### src/rtl/dma_arbiter.sv
// Round-robin DMA arbiter for the weight reader, the feature-map reader and the result writer.
// It issues strided block reads or single-word writes. Every output is driven from a register.
module dma_arbiter #(
    parameter int ADDR_WIDTH = 16,
    parameter int DATA_WIDTH = 16,
    parameter int BLOCK_SIZE = 25
) (
    input  logic                    clk,
    input  logic                    rst,
    input  logic [2:0]              req,
    input  logic [3*ADDR_WIDTH-1:0] req_addr,
    input  logic [7:0]              req_len,
    input  logic [DATA_WIDTH-1:0]   wr_data,
    output logic [2:0]              gnt,
    output logic [2:0]              done,
    output logic                    beat_valid,
    output logic [3:0]              beat_idx,
    output logic                    dma_enable,
    output logic                    dma_rw,
    output logic [ADDR_WIDTH-1:0]   dma_address,
    output logic [DATA_WIDTH-1:0]   dma_wdata
);

    typedef enum logic [1:0] {
        IDLE  = 2'd0,
        READ  = 2'd1,
        WRITE = 2'd2,
        LAST  = 2'd3
    } state_t;

    localparam logic [ADDR_WIDTH-1:0] STRIDE = ADDR_WIDTH'(BLOCK_SIZE);

    state_t          state;
    logic [1:0]      last;
    logic [1:0]      owner;
    logic [3:0]      beats_left;
    logic [3:0]      beat_cnt;

    logic [1:0]            c0, c1, c2;
    logic [1:0]            pick;
    logic [ADDR_WIDTH-1:0] addr_sel;
    logic [3:0]            len_sel;
    logic [3:0]            len_eff;

    function automatic logic [1:0] rr_next(input logic [1:0] idx);
        case (idx)
            2'd0:    rr_next = 2'd1;
            2'd1:    rr_next = 2'd2;
            default: rr_next = 2'd0;
        endcase
    endfunction

    function automatic logic [2:0] onehot(input logic [1:0] idx);
        case (idx)
            2'd0:    onehot = 3'b001;
            2'd1:    onehot = 3'b010;
            default: onehot = 3'b100;
        endcase
    endfunction

    // Address stepping wraps naturally at 2^ADDR_WIDTH.
    function automatic logic [ADDR_WIDTH-1:0] next_addr(input logic [ADDR_WIDTH-1:0] a);
        next_addr = a + STRIDE;
    endfunction

    // Pick the first request at or after the requester following the last winner.
    always_comb begin
        c0   = rr_next(last);
        c1   = rr_next(c0);
        c2   = rr_next(c1);
        pick = c2;
        if (req[c1]) pick = c1;
        if (req[c0]) pick = c0;
    end

    always_comb begin
        addr_sel = req_addr[0 +: ADDR_WIDTH];
        len_sel  = req_len[3:0];
        case (pick)
            2'd1: begin
                addr_sel = req_addr[ADDR_WIDTH +: ADDR_WIDTH];
                len_sel  = req_len[7:4];
            end
            2'd2: addr_sel = req_addr[2*ADDR_WIDTH +: ADDR_WIDTH];
            default: ;
        endcase
        len_eff = (len_sel == 4'd0) ? 4'd1 : len_sel;
    end

    always_ff @(posedge clk) begin
        if (rst) begin
            state       <= IDLE;
            last        <= 2'd2;
            owner       <= 2'd0;
            beats_left  <= 4'd0;
            beat_cnt    <= 4'd0;
            gnt         <= 3'b000;
            done        <= 3'b000;
            beat_valid  <= 1'b0;
            beat_idx    <= 4'd0;
            dma_enable  <= 1'b0;
            dma_rw      <= 1'b1;
            dma_address <= '0;
            dma_wdata   <= '0;
        end else begin
            // Read data returns one cycle after the beat is issued.
            beat_valid <= dma_enable & dma_rw;
            beat_idx   <= beat_cnt;
            done       <= 3'b000;
            case (state)
                IDLE: begin
                    if (|req) begin
                        owner       <= pick;
                        gnt         <= onehot(pick);
                        dma_address <= addr_sel;
                        dma_enable  <= 1'b1;
                        beat_cnt    <= 4'd0;
                        if (pick == 2'd2) begin
                            state     <= WRITE;
                            dma_rw    <= 1'b0;
                            dma_wdata <= wr_data;
                        end else begin
                            state      <= READ;
                            dma_rw     <= 1'b1;
                            beats_left <= len_eff - 4'd1;
                        end
                    end
                end
                READ: begin
                    if (beats_left == 4'd0) begin
                        state      <= LAST;
                        dma_enable <= 1'b0;
                        done       <= gnt;
                    end else begin
                        beats_left  <= beats_left - 4'd1;
                        beat_cnt    <= beat_cnt + 4'd1;
                        dma_address <= next_addr(dma_address);
                    end
                end
                WRITE: begin
                    state      <= LAST;
                    dma_enable <= 1'b0;
                    dma_rw     <= 1'b1;
                    done       <= gnt;
                end
                LAST: begin
                    last  <= owner;
                    gnt   <= 3'b000;
                    state <= IDLE;
                end
                default: state <= IDLE;
            endcase
        end
    end

endmodule

### config.mk
export PLATFORM = sky130hd
export DESIGN_NAME = dma_arbiter
export DESIGN_NICKNAME = d
export VERILOG_FILES = /design/src/rtl/dma_arbiter.sv
export SDC_FILE = /design/constraint.sdc
export NUM_CORES = 1
export LEC_CHECK = 0
export CORE_MARGIN = 2
export CORE_UTILIZATION = 45
export DETAILED_ROUTE_END_ITERATION = 16
export PLACE_DENSITY = 0.77
export SKIP_LAST_GASP = 1
export SLEW_MARGIN = 20
export SYNTH_ARGS = -nofsm -noshare
export SYNTH_HDL_FRONTEND = slang
export SYNTH_SLANG_ARGS = --single-unit
### constraint.sdc
create_clock -name clk -period 3.4 [get_ports clk]
set_clock_uncertainty 0.15 [all_clocks]
set_input_delay 0.68 -clock clk [delete_from_list [all_inputs] [get_ports clk]]
set_output_delay 0.68 -clock clk [all_outputs]
set_load 0.02 [all_outputs]
==> results of run 1 <==
-- path summary, 6_finish.rpt --
check | endpoint | cells after the start | slack (ps) | start
worst min register to register | dma_wdata[14] | 2 | 310 | dma_wdata[14]
worst max-delay path | beats_left[2] | 11 | 130 | req[1]
worst min-delay path | dma_wdata[14] | 2 | 310 | dma_wdata[14]
worst max register to register | beats_left[2] | 10 | 690 | last[1]
-- timing repair --
item	CTS	global route
endpoints found under the hold margin	0	0
resized for setup	0	4
hold buffers	0	0
endpoints found under the setup margin	0	1
-- worst max-delay path, stage by stage --
cell	delay [ps]
clkdlybuf4s50_1	520
inv_1	70
o21ai_0	170
o22a_1	190
ha_2	220
mux2_2	370
o41ai_4	310
ha_1	190
inv_1	70
o32a_1	330
o32ai_1	240
-- registers in the layout, summed over array words and instances, names as in the netlist --
| signal | count |
|---|---|
| beat_cnt | 4 |
| beat_idx | 4 |
| beat_valid | 1 |
| beats_left | 4 |
| dma_address | 16 |
| dma_enable | 1 |
| dma_rw | 1 |
| dma_wdata | 16 |
| done | 3 |
| gnt | 3 |
| last | 2 |
| owner | 2 |
| state | 2 |
-- power breakdown --
group	total (mW)	leakage, nW	switching [mW]	internal (mW)
clock	0.705	0.108	0.279	0.426
combinational	1.78	1.16	0.987	0.790
sequential	1.05	0.482	0.196	0.858
total	3.54	1.75	1.46	2.07
-- layout make-up --
type	count	share of cell area, %
clock buffer	10	2.82
clock inverter	5	1.59
inverter	17	1.31
multi-input combinational	304	40.2
sequential	59	24.2
tap	99	2.54
timing repair buffer	136	27.3
-- stage by stage --
stage / hold WS (ps) / util, %
CTS: 308 / 67.0
finish: 305 / 67.3
global placement: 291 / 64.1
global route: 335 / 67.3
detailed placement: 299 / 64.1
floorplan: 296 / -
-- cells in the final DEF, fill, tap and decap left out, types with 9 or more instances in the layout --
| cell type | instances |
|---|---|
| a211oi_1 | 16 |
| a22oi_1 | 15 |
| a21oi_1 | 45 |
| nand2_1 | 53 |
| dfxtp_1 | 59 |
| buf_4 | 13 |
| inv_1 | 16 |
| clkbuf_8 | 10 |
| o21ai_0 | 14 |
| clkdlybuf4s50_1 | 120 |
| nand3_1 | 9 |
| nor2_1 | 32 |
| ha_1 | 10 |
-- layer usage --
metal | share of wire, % | up-vias
li1 | - | 1748
met1 | 44 | 1665
met2 | 48 | 144
met3 | 5.9 | 12
met4 | 1.3 | 0
met5 | 0 | -
-- kinds of logic (layout without fill, tap and decap cells) --
logic type               Yosys count  in the layout  synth area share, %
AND/OR/NAND/NOR                  136            136                 19.9
flip-flops                        59             59                 35.1
multiplexers                       8              8                 2.46
AO/OA/AOI/OAI                    147            147                 30.9
buffers and inverters             48            168                 7.00
XOR/XNOR                           2              2                0.521
adder cells (fa/ha/maj)           11             11                 4.09
==> results.cfg, run 1 <==
[synth]
synth_top_cell_by_area = dfxtp_1
synthCells = 411
synth_cell_type_count = 58
synth_nets = 499
ys_async_sr_fraction_pct = 0
avgSynthCellArea_um2 = 8.18
synth_top_area_share_pct = 35.1
synth-main-ff-cell = dfxtp_1
synthTopCellsByArea = dfxtp_1 35%, a21oi_1 6.7%, nand2_1 5.9%
ys_ff_latch = 59
syn_area_um2 = 3360
netlist_top_cells_count = 59 x dfxtp_1, 53 x nand2_1, 45 x a21oi_1
yosys_warnings = 0
ys_seq_area_share_pct = 35.1
synth.most_common_cell = dfxtp_1
synth-edff-count = 0

[layout]
finalNonFillerCells = 630
layout.nets = 615
register_area_um2 = 1180
fin_area_um2 = 4880
area.growth.synth_to_final_pct = 45.2
nFillCells = 617
multi_input_area_um2 = 1960
drive_gt1_share_pct = 8.47
antenna_cells = 0

[place]
dp_slack_ps = -282
dp.cells = 615
dpl-instance-area_um2 = 4650
hpwl_um = 7090
routabilityCongestion = 0.892
io_buffers = 121

[power]
p_leak_nw = 1.75
finalPower_mw = 3.54
power.density_nw_per_um2 = 724
ir_drop_uv = 467

[timing]
rsz0062_at_grt = false
fin_ws_ps = 131
fin_setup_tns_ps = 0
report.final.slew_viol_count = 0
slew_headroom_pct = 44.4
fin_crit_sh_pct = 96.1
max_freq_ghz = 0.306
tightest_slew_ps = 829
finalSetupViolCount = 0
hold_viol = 0
min_period_ps = 3270

[drt]
via_count = 3569
drtPass1Iterations = 6
wl_um = 9710
wire_per_inst_um = 15.4
ant_nets = 0
drc_errors = 0
drt_first_iter_violations = 241
viasPerCell = 5.67

[clocking]
cts.clk_slew.worst_paths_ps = 70
htreeDepth = 3
cts_tree = done
clk_latency_ps = 340
post-cts-setup-buffer-count = 0
cts_buffers = 9
cts_max_path_buffers = 2
cts-root-buf = clkbuf_8
cts_num_sinks = 59

[floorplanning]
die_x_um = 90.4
die_area_um2 = 8180
die-height_um = 90.4
io_pins = 122
initial_core_util_pct = 46.4
core_um2 = 7250
rows = 31

[worst_setup_path]
cp_max_fo = 3
arrival_ps = 3360
critPathCaptureType = flop
critPathKind = primary input to flop
startpoint_type = primary input
cp.required_ps = 3490

[global_routing]
grt.met3_usage_pct = 5.84
grt_pass1_wl_um = 15900
top_usage_layer = met2
grt_max_degree = 52
grt_use_met2_pct = 38.0
grt_pass1_vias = 3292
gr-total-overflow = 0
grt_usage_pct = 23.6
antenna_found_initial = 0
grt_use_met1_pct = 31.1

[status]
status = completed

[worst_hold_path]
min_path_type = flop to flop

[job]
drv_cap = 0
Note: power is estimated with default switching activity, not from simulation.
==> run 2, diff against run 1 <==
- CORE_ASPECT_RATIO: unset -> 1.4
==> run 2 against run 1 <==
Global-route usage up 0.38 points. Clock power increased by 2%. Non-clock buffer count up 9. Die area rose by 0.12%. Via count is 0.45% higher. Maximum frequency fell by 2.4%. Sequential power hardly changed. Register-to-register slack worse by 140 ps. Largest power group unchanged. Clock-buffer cell count decreased by 1. Power grew 2.3%. Critical endpoint unchanged. Core utilization grew 0.70 points. Sequential share of layout area decreased by 0.45 points.
==> results.cfg, run 2 (synthesis gave the netlist of run 1 again) <==
[worst_setup_path]
path_delay_family = compound AO/OA/AOI/OAI gates
r2r-end = beats_left[2]
r2r_cells = 10
cp_max_fo = 3
critPathMaxStageDelay_ps = 460
critPathCaptureType = flop
critPathKind = primary input to flop
arrival_ps = 3450
cp_num_cells = 11
crit_chain = clkdlybuf4s50_1 -> nand2b_1 -> o22a_1 -> inv_1 -> ha_2 -> mux2_2 -> o41ai_4 -> ha_2 -> inv_1 -> o32a_1 -> o32ai_2
crit_path_end = beats_left[2]
startpoint_type = primary input
slowest_stage = clkdlybuf4s50_1
rrSetupSlack_ps = 550
crit_buf_inv = 3
cp.required_ps = 3500
r2r-start = last[1]
cp-startpoint = req[0]

[drt]
wire_per_inst_um = 15.5
drc_errors = 0
wl_um = 9890
drt_first_iter_violations = 158
drtPass1Iterations = 5
ant_nets = 0
via_count = 3585
viasPerCell = 5.62

[worst_hold_path]
min_path_type = flop to flop

[global_routing]
top_usage_layer = met2
grt_use_met1_pct = 25.0
grt_usage_pct = 24.0
grt_use_met2_pct = 45.3
grt_pass1_vias = 3501
grt_pass1_wl_um = 15900
grt_max_degree = 52
gr-total-overflow = 0
grt.met3_usage_pct = 5.77
antenna_found_initial = 0

[layout]
fin_area_um2 = 4970
top_regs = dma_address: 16 flops, dma_wdata: 16 flops
finalNonFillerCells = 638
drive_gt1_share_pct = 10.5
layout.nets = 624
fin_util_pct = 68.0
mostFrequentLayoutCells = 119 x clkdlybuf4s50_1, 59 x dfxtp_1, 53 x nand2_1
area.growth.synth_to_final_pct = 48.0
final_common_cell = clkdlybuf4s50_1
antenna_cells = 0

[clocking]
htreeDepth = 3
cts_max_path_buffers = 2
cts_hold_buf = 0
cts.clk_slew.worst_paths_ps = 70
cts_buffers = 9
clk_latency_ps = 340
cts_tree = done
cts-root-buf = clkbuf_8
cts_num_sinks = 59

[floorplanning]
io_pins = 122
core_um2 = 7310
rows = 37
die-height_um = 106
die_x_um = 77.1
initial_core_util_pct = 46.0
die_area_um2 = 8190

[status]
status = completed

[power]
p_leak_nw = 1.81
power.density_nw_per_um2 = 727
finalPower_mw = 3.62
ir_drop_uv = 366

[timing]
slew_headroom_pct = 41.9
report.final.slew_viol_count = 0
fin_crit_sh_pct = 98.6
finalSetupViolCount = 0
hold_viol = 0
hold_ws_ps = 305
max_freq_ghz = 0.298
tightest_slew_ps = 868
min_period_ps = 3350

[place]
dpl-instance-area_um2 = 4710
io_buffers = 121
routabilityCongestion = 0.904
hpwl_um = 7290
dp.cells = 619

[job]
drv_cap = 0
[run 2: cell types whose count changed in the layout (fill, tap and decap cells not counted), sizes merged]
| cell | delta |
|---|---|
| clkbuf | -1 |
| inv | +2 |
| buf | +9 |
| dlymetal6s2s | +1 |
| clkdlybuf4s50 | -1 |
[run 2: cell type report]
| class | instances | area (um^2) |
|---|---|---|
| fill | 648 | 2340 |
| clock buffer | 9 | 124 |
| multi-input combinational | 304 | 1970 |
| tap | 97 | 121 |
| inverter | 17 | 63.8 |
| timing repair buffer | 145 | 1410 |
| clock inverter | 7 | 98.8 |
| sequential | 59 | 1180 |
[run 2: worst min path at each step]
stage / startpoint / to / slack, ps / cells after the start
floorplan: owner[1] / last[1] / 300 / 2
global placement: dma_wdata[7] / dma_wdata[7] / 290 / 2
detailed placement: dma_wdata[13] / dma_wdata[13] / 300 / 2
CTS: dma_wdata[13] / dma_wdata[13] / 310 / 2
global route: dma_wdata[4] / dma_wdata[4] / 330 / 2
finish: dma_wdata[13] / dma_wdata[13] / 310 / 2
[run 2: per-layer routing]
layer  up-vias  wire (um)
met5         -          0
met4         0        219
met3        22        682
met2       145       5340
met1      1660       3650
li1       1758          -
[run 2: report_power, final]
| group | internal (mW) | switching [mW] | total, mW |
|---|---|---|---|
| registers | 0.857 | 0.196 | 1.05 |
| clock network | 0.417 | 0.302 | 0.719 |
| logic | 0.834 | 1.01 | 1.84 |
| total | 2.11 | 1.51 | 3.62 |
[run 2: tightest hold or removal path, delay by kind of cell, from the launching register on]
family	cells	cell delay, ps
DFF	1	310
and+or+nand+nor	1	50
AOI/OAI and AO/OA	1	50
[run 2: what timing repair did]
action	4_1_cts	5_1_grt
resized for setup	0	6
buffers inserted	0	3
endpoints found under the setup margin	0	1
[run 2: stage by stage]
step	setup slack, ps	setup TNS [ps]
after floorplan	307	0
after global placement	-112	-112
after detailed placement	-286	-286
after CTS	47.3	0
after global routing	-64.6	-64.6
final	49.3	0
